--- src/rtl/scpu_bus_pkg.sv ---
// Shared bus types and constants for the single-port memory arbiter and the cpu top.
package scpu_bus_pkg;

  typedef enum logic [1:0] {
    IDLE,
    ACCESS,
    ACK
  } arb_state_t;

  localparam logic REQ_M0 = 1'b0;
  localparam logic REQ_M1 = 1'b1;

  localparam int DEF_ADDR_W = 16;
  localparam int DEF_DATA_W = 8;

endpackage

--- src/rtl/arb_rr_pick.sv ---
// Two-way requester picker: round robin on a tie, or m0-first when ARB_FIXED_PRIO_EN is defined.
module arb_rr_pick
  import scpu_bus_pkg::*;
(
  input  logic [1:0] req,
  input  logic       last_grant,
  output logic       winner,
  output logic       valid
);

`ifdef ARB_FIXED_PRIO_EN
  logic unused_last_grant;
  assign unused_last_grant = last_grant;
`endif

  always_comb begin
    valid  = |req;
    winner = REQ_M0;
    if (req == 2'b11) begin
`ifdef ARB_FIXED_PRIO_EN
      winner = REQ_M0;
`else
      winner = ~last_grant;
`endif
    end else if (req[REQ_M1]) begin
      winner = REQ_M1;
    end
  end

endmodule

--- src/rtl/mem_bus_arbiter.sv ---
// Shares one memory port between the cpu control unit (m0) and the loader/DMA (m1).
// Tie policy is round robin unless ARB_FIXED_PRIO_EN is defined (see arb_rr_pick).
module mem_bus_arbiter
  import scpu_bus_pkg::*;
#(
  parameter int ADDR_W  = DEF_ADDR_W,
  parameter int DATA_W  = DEF_DATA_W,
  parameter int MEM_LAT = 1
) (
  input  logic              clk,
  input  logic              rst_n,
  input  logic              m0_req,
  input  logic              m0_we,
  input  logic [ADDR_W-1:0] m0_addr,
  input  logic [DATA_W-1:0] m0_wdata,
  output logic              m0_gnt,
  output logic              m0_ack,
  output logic [DATA_W-1:0] m0_rdata,
  input  logic              m1_req,
  input  logic              m1_we,
  input  logic [ADDR_W-1:0] m1_addr,
  input  logic [DATA_W-1:0] m1_wdata,
  output logic              m1_gnt,
  output logic              m1_ack,
  output logic [DATA_W-1:0] m1_rdata,
  output logic              mem_ce,
  output logic              mem_w,
  output logic              mem_r,
  output logic              mem_oe,
  output logic [ADDR_W-1:0] mem_addr,
  output logic [DATA_W-1:0] mem_wdata,
  input  logic [DATA_W-1:0] mem_rdata
);

  if (MEM_LAT < 1 || MEM_LAT > 15) begin : g_bad_mem_lat
    $error("mem_bus_arbiter: MEM_LAT must be in 1..15");
  end

  localparam logic [3:0] LAT_LOAD = 4'(MEM_LAT - 1);

  arb_state_t        state_q, state_d;
  logic [3:0]        cnt_q, cnt_d;
  logic              last_grant_q, last_grant_d;
  logic              owner_q, owner_d;
  logic              we_q, we_d;
  logic [ADDR_W-1:0] mem_addr_q, mem_addr_d;
  logic [DATA_W-1:0] mem_wdata_q, mem_wdata_d;
  logic [DATA_W-1:0] m0_rdata_q, m0_rdata_d, m1_rdata_q, m1_rdata_d;
  logic              m0_gnt_q, m0_gnt_d, m1_gnt_q, m1_gnt_d;
  logic              m0_ack_q, m0_ack_d, m1_ack_q, m1_ack_d;
  logic              mem_ce_q, mem_ce_d, mem_w_q, mem_w_d;
  logic              mem_r_q, mem_r_d, mem_oe_q, mem_oe_d;
  logic              pick_win, pick_vld;

  arb_rr_pick u_pick (
    .req        ({m1_req, m0_req}),
    .last_grant (last_grant_q),
    .winner     (pick_win),
    .valid      (pick_vld)
  );

  always_comb begin
    state_d      = state_q;
    cnt_d        = cnt_q;
    last_grant_d = last_grant_q;
    owner_d      = owner_q;
    we_d         = we_q;
    mem_addr_d   = mem_addr_q;
    mem_wdata_d  = mem_wdata_q;
    m0_rdata_d   = m0_rdata_q;
    m1_rdata_d   = m1_rdata_q;
    m0_gnt_d     = m0_gnt_q;
    m1_gnt_d     = m1_gnt_q;
    m0_ack_d     = 1'b0;
    m1_ack_d     = 1'b0;
    mem_ce_d     = mem_ce_q;
    mem_w_d      = mem_w_q;
    mem_r_d      = mem_r_q;
    mem_oe_d     = mem_oe_q;
    case (state_q)
      IDLE: begin
        if (pick_vld) begin
          owner_d      = pick_win;
          last_grant_d = pick_win;
          we_d         = (pick_win == REQ_M1) ? m1_we    : m0_we;
          mem_addr_d   = (pick_win == REQ_M1) ? m1_addr  : m0_addr;
          mem_wdata_d  = (pick_win == REQ_M1) ? m1_wdata : m0_wdata;
          m0_gnt_d     = (pick_win == REQ_M0);
          m1_gnt_d     = (pick_win == REQ_M1);
          cnt_d        = LAT_LOAD;
          // Strobes are registered, so they rise together with the ACCESS state.
          mem_ce_d     = 1'b1;
          mem_w_d      = we_d;
          mem_r_d      = ~we_d;
          mem_oe_d     = ~we_d;
          state_d      = ACCESS;
        end
      end
      ACCESS: begin
        if (cnt_q == 4'd0) begin
          if (!we_q) begin
            if (owner_q == REQ_M0) m0_rdata_d = mem_rdata;
            else                   m1_rdata_d = mem_rdata;
          end
          mem_ce_d = 1'b0;
          mem_w_d  = 1'b0;
          mem_r_d  = 1'b0;
          mem_oe_d = 1'b0;
          m0_ack_d = (owner_q == REQ_M0);
          m1_ack_d = (owner_q == REQ_M1);
          state_d  = ACK;
        end else begin
          cnt_d = cnt_q - 4'd1;
        end
      end
      ACK: begin
        m0_gnt_d = 1'b0;
        m1_gnt_d = 1'b0;
        state_d  = IDLE;
      end
      default: state_d = IDLE;
    endcase
  end

  always_ff @(posedge clk) begin
    if (!rst_n) begin
      state_q      <= IDLE;
      cnt_q        <= 4'd0;
      last_grant_q <= REQ_M1;
      owner_q      <= REQ_M0;
      we_q         <= 1'b0;
      mem_addr_q   <= '0;
      mem_wdata_q  <= '0;
      m0_rdata_q   <= '0;
      m1_rdata_q   <= '0;
      m0_gnt_q     <= 1'b0;
      m1_gnt_q     <= 1'b0;
      m0_ack_q     <= 1'b0;
      m1_ack_q     <= 1'b0;
      mem_ce_q     <= 1'b0;
      mem_w_q      <= 1'b0;
      mem_r_q      <= 1'b0;
      mem_oe_q     <= 1'b0;
    end else begin
      state_q      <= state_d;
      cnt_q        <= cnt_d;
      last_grant_q <= last_grant_d;
      owner_q      <= owner_d;
      we_q         <= we_d;
      mem_addr_q   <= mem_addr_d;
      mem_wdata_q  <= mem_wdata_d;
      m0_rdata_q   <= m0_rdata_d;
      m1_rdata_q   <= m1_rdata_d;
      m0_gnt_q     <= m0_gnt_d;
      m1_gnt_q     <= m1_gnt_d;
      m0_ack_q     <= m0_ack_d;
      m1_ack_q     <= m1_ack_d;
      mem_ce_q     <= mem_ce_d;
      mem_w_q      <= mem_w_d;
      mem_r_q      <= mem_r_d;
      mem_oe_q     <= mem_oe_d;
    end
  end

  assign m0_gnt    = m0_gnt_q;
  assign m1_gnt    = m1_gnt_q;
  assign m0_ack    = m0_ack_q;
  assign m1_ack    = m1_ack_q;
  assign m0_rdata  = m0_rdata_q;
  assign m1_rdata  = m1_rdata_q;
  assign mem_ce    = mem_ce_q;
  assign mem_w     = mem_w_q;
  assign mem_r     = mem_r_q;
  assign mem_oe    = mem_oe_q;
  assign mem_addr  = mem_addr_q;
  assign mem_wdata = mem_wdata_q;

endmodule

--- config.mk ---
export PLATFORM = sky130hd
export DESIGN_NAME = mem_bus_arbiter
export DESIGN_NICKNAME = d
export VERILOG_FILES = /design/src/rtl/scpu_bus_pkg.sv /design/src/rtl/arb_rr_pick.sv /design/src/rtl/mem_bus_arbiter.sv
export SDC_FILE = /design/constraint.sdc
export NUM_CORES = 1
export LEC_CHECK = 0
export CAP_MARGIN = 5
export CORE_UTILIZATION = 35
export CTS_CLUSTER_SIZE = 14
export DETAILED_ROUTE_END_ITERATION = 12
export GPL_ROUTABILITY_DRIVEN = 0
export PLACE_DENSITY_LB_ADDON = 0.15
export SLEW_MARGIN = 25
export SYNTH_ARGS = -nofsm -noshare
export SYNTH_HDL_FRONTEND = slang
export SYNTH_SLANG_ARGS = --single-unit
--- constraint.sdc ---
create_clock -name clk -period 2 [get_ports clk]
set_input_delay 0.5 -clock clk [delete_from_list [all_inputs] [get_ports clk]]
set_output_delay 0.5 -clock clk [all_outputs]
set_load 0.05 [all_outputs]
==> impl_metrics.yaml <==
run_status:
  run_status: "finished clean"
hold_path:
  hp-start: "m0_rdata[7]$_SDFFE_PN0P_"
  min_path_type: "reg2reg"
route:
  postRouteAntennaNets: 0
  routed-via-count: 2786
  wire_per_inst_microns: 15.2
  first_pass_iters: 4
  drt_iter0_drc: 137
  drcViolationCount: 0
  routed_wl_microns: 7570
  vias_per_cell: 5.61
sta:
  max_slew_margin_pct: 63.9
  hold_ws_ps: 478
  fmax_ghz: 0.511
  finalCriticalPeriod_ps: 1960
  post-route-period-util_pct: 97.9
  finClkSkew_ps: 7.34
  finalSetupViolations: 0
  final_max_slew_viol_count: 0
  fin_ws_ps: 41.7
  setup_tns_ps: 0
  rsz0062_at_grt: "false"
  worst_slew_pin_slew_ps: 542
  hold_violations: 0
die:
  chipHeight_microns: 86.6
  pin_count: 110
  die_w_microns: 86.6
  core_sq_mm: 0.00687
  dieArea_sq_mm: 0.00751
  start_util_pct: 36.5
  row_count: 30
layout:
  area_delta_synth_final_pct: 53.5
  final_common_cell: "clkdlybuf4s50_1"
  multi_input_area_sq_mm: 0.00122
  nets: 464
  register_area_sq_mm: 0.00112
  post-route-util_pct: 56.0
  final_cell_mix: "clkdlybuf4s50_1 (73), dfxtp_1 (56), nand4_1 (48), o21ai_0 (39), buf_4 (37)"
  fill_cells: 670
  antenna_cells: 0
  drive_above_1_share_pct: 13.0
flow_run:
  drv_cap: 0
global_route:
  gr-usage-all-layers_pct: 20.7
  antenna_found_initial: 0
  grt_pass1_vias: 2647
  grt_overflow_total: 0
  grt_pass1_wl_microns: 12400
  grt_max_degree: 50
pwr:
  total_power_mw: 2.78
  p_leak_nw: 1.67
  p_per_area_mw_per_mm2: 722
  ir_drop_uv: 366
cts:
  cts_made_buffers: 5
  ctsResizeCount: 0
  clk-insertion-delay-late_ps: 310
  clkTransAtPathRegs_ps: 110
  htree_levels: 2
  cts_setup_buffers: 0
  cts_tree: "done"
  max-clock-path-buffers: 2
  clockRootBuffer: "clkbuf_8"
  ctsHoldBuffers: 0
  cts.sink_count: 56
logic_synthesis:
  synth.top_cell.area_share_pct: 44.7
  yosys_warnings: 0
  syn_inst: 298
  syn_area_sq_mm: 0.00251
  avgSynthCellArea_sq_um: 8.41
  yosysSeqAreaShare_pct: 44.7
  synth_area_leaders: "dfxtp_1 (45%), nand4_1 (12%), o21ai_0 (7.8%)"
  ys_ff_latch: 56
  synth_top_area_cell: "dfxtp_1"
  synth_nets: 362
  synth.distinct_cells: 41
place:
  place_ws_ps: 173
  io_buffers: 109
  dp_hpwl_microns: 5500
setup_path:
  critPathMaxStageDelay_ps: 800
  critPathRequiredTime_ps: 1500
  critical_path_class: "reg2out"
  r2r-start: "cnt_q[0]$_SDFFE_PN0P_"
  crit_arrival_ps: 1460
  worst-path-buf-inv: 1
  cp_top_family: "buffers and inverters"
  cp-startpoint: "m0_rdata[2]$_SDFFE_PN0P_"
  critPathCaptureType: "output port"
  path_cells: "clkdlybuf4s50_1"
  crit_slowest_cell: "clkdlybuf4s50_1"
  crit_path_start_kind: "flop"
  cp_max_fo: 2
-- final cells by class --
class                           instances  share of cell area [%]
Timing Repair Buffer                  132                    33.4
Inverter                                3                   0.293
Sequential cell                        56                    29.1
Multi-Input combinational cell        202                    31.7
Clock buffer                            5                    1.79
Tap cell                               96                    3.12
Clock inverter                          3                   0.618
-- metrics by stage --
step | cell area (sq um) | std cells
2_1_floorplan | 2510 | 298
3_3_place_gp | 3700 | 489
3_5_place_dp | 3700 | 489
4_1_cts | 3790 | 497
5_1_grt | 3850 | 497
6_report | 3850 | 497
-- flip-flops by register name, summed over array words and instances (netlist names) --
register and flops:
mem_ce 1, m1_ack 1, mem_addr 16, last_grant_q 1, m0_rdata 8, mem_oe 1
owner_q 1, m0_ack 1, m0_gnt 1, m1_gnt 1, cnt_q 4, m1_rdata 8
mem_wdata 8, mem_w 1, we_q 1, state_q 2
-- cell usage after synthesis, drive strengths merged --
cell	number
nor3b	1
buf	16
a21boi	1
o211ai	1
o221ai	3
or4	1
nand4bb	1
nand4	48
or3b	1
and2	1
nand3	21
clkinv	1
a211oi	1
nor2	5
and4bb	1
nor3	1
o21ai	47
clkbuf	21
or3	2
nor4b	1
or4b	1
ha	2
o2111a	2
dfxtp	56
or2	1
inv	2
a31oi	27
nand2	2
nand2b	2
o21a	1
and2b	1
a21oi	23
nand4b	2
nor4	1
-- path summary, 6_finish.rpt --
kind	to	slack [ps]	depth (start not counted)
worst max register to register	m1_rdata[2]$_SDFFE_PN0P_	260	6
worst min-delay path	m0_rdata[7]$_SDFFE_PN0P_	480	2
worst min register to register	m0_rdata[7]$_SDFFE_PN0P_	480	2
worst max-delay path	m0_rdata[2]	40	1
-- layer usage --
metal	up-vias	global-route usage, %	part of all wire, %	routed length [microns]
met5	-	0	0	0
met4	0	5.91	1.5	115
met3	12	5.90	6.6	500
met2	93	33.4	46	3520
met1	1321	26.9	45	3440
li1	1360	-	-	-
-- report_power, final --
group	internal [mW]	switching [mW]
registers	1.20	0.0560
logic	0.341	0.550
clock network	0.249	0.381
-- kinds of logic (layout without fill, tap and decap cells) --
logic type	Yosys count	after routing	synth area share [%]
adder cells (fa/ha/maj)	2	2	0.998
AND/OR/NAND/NOR	94	94	23.2
flip-flops	56	56	44.7
buffers and inverters	40	143	7.14
AO/OA/AOI/OAI	106	106	24.0
Power figures use the tool's default switching activity.
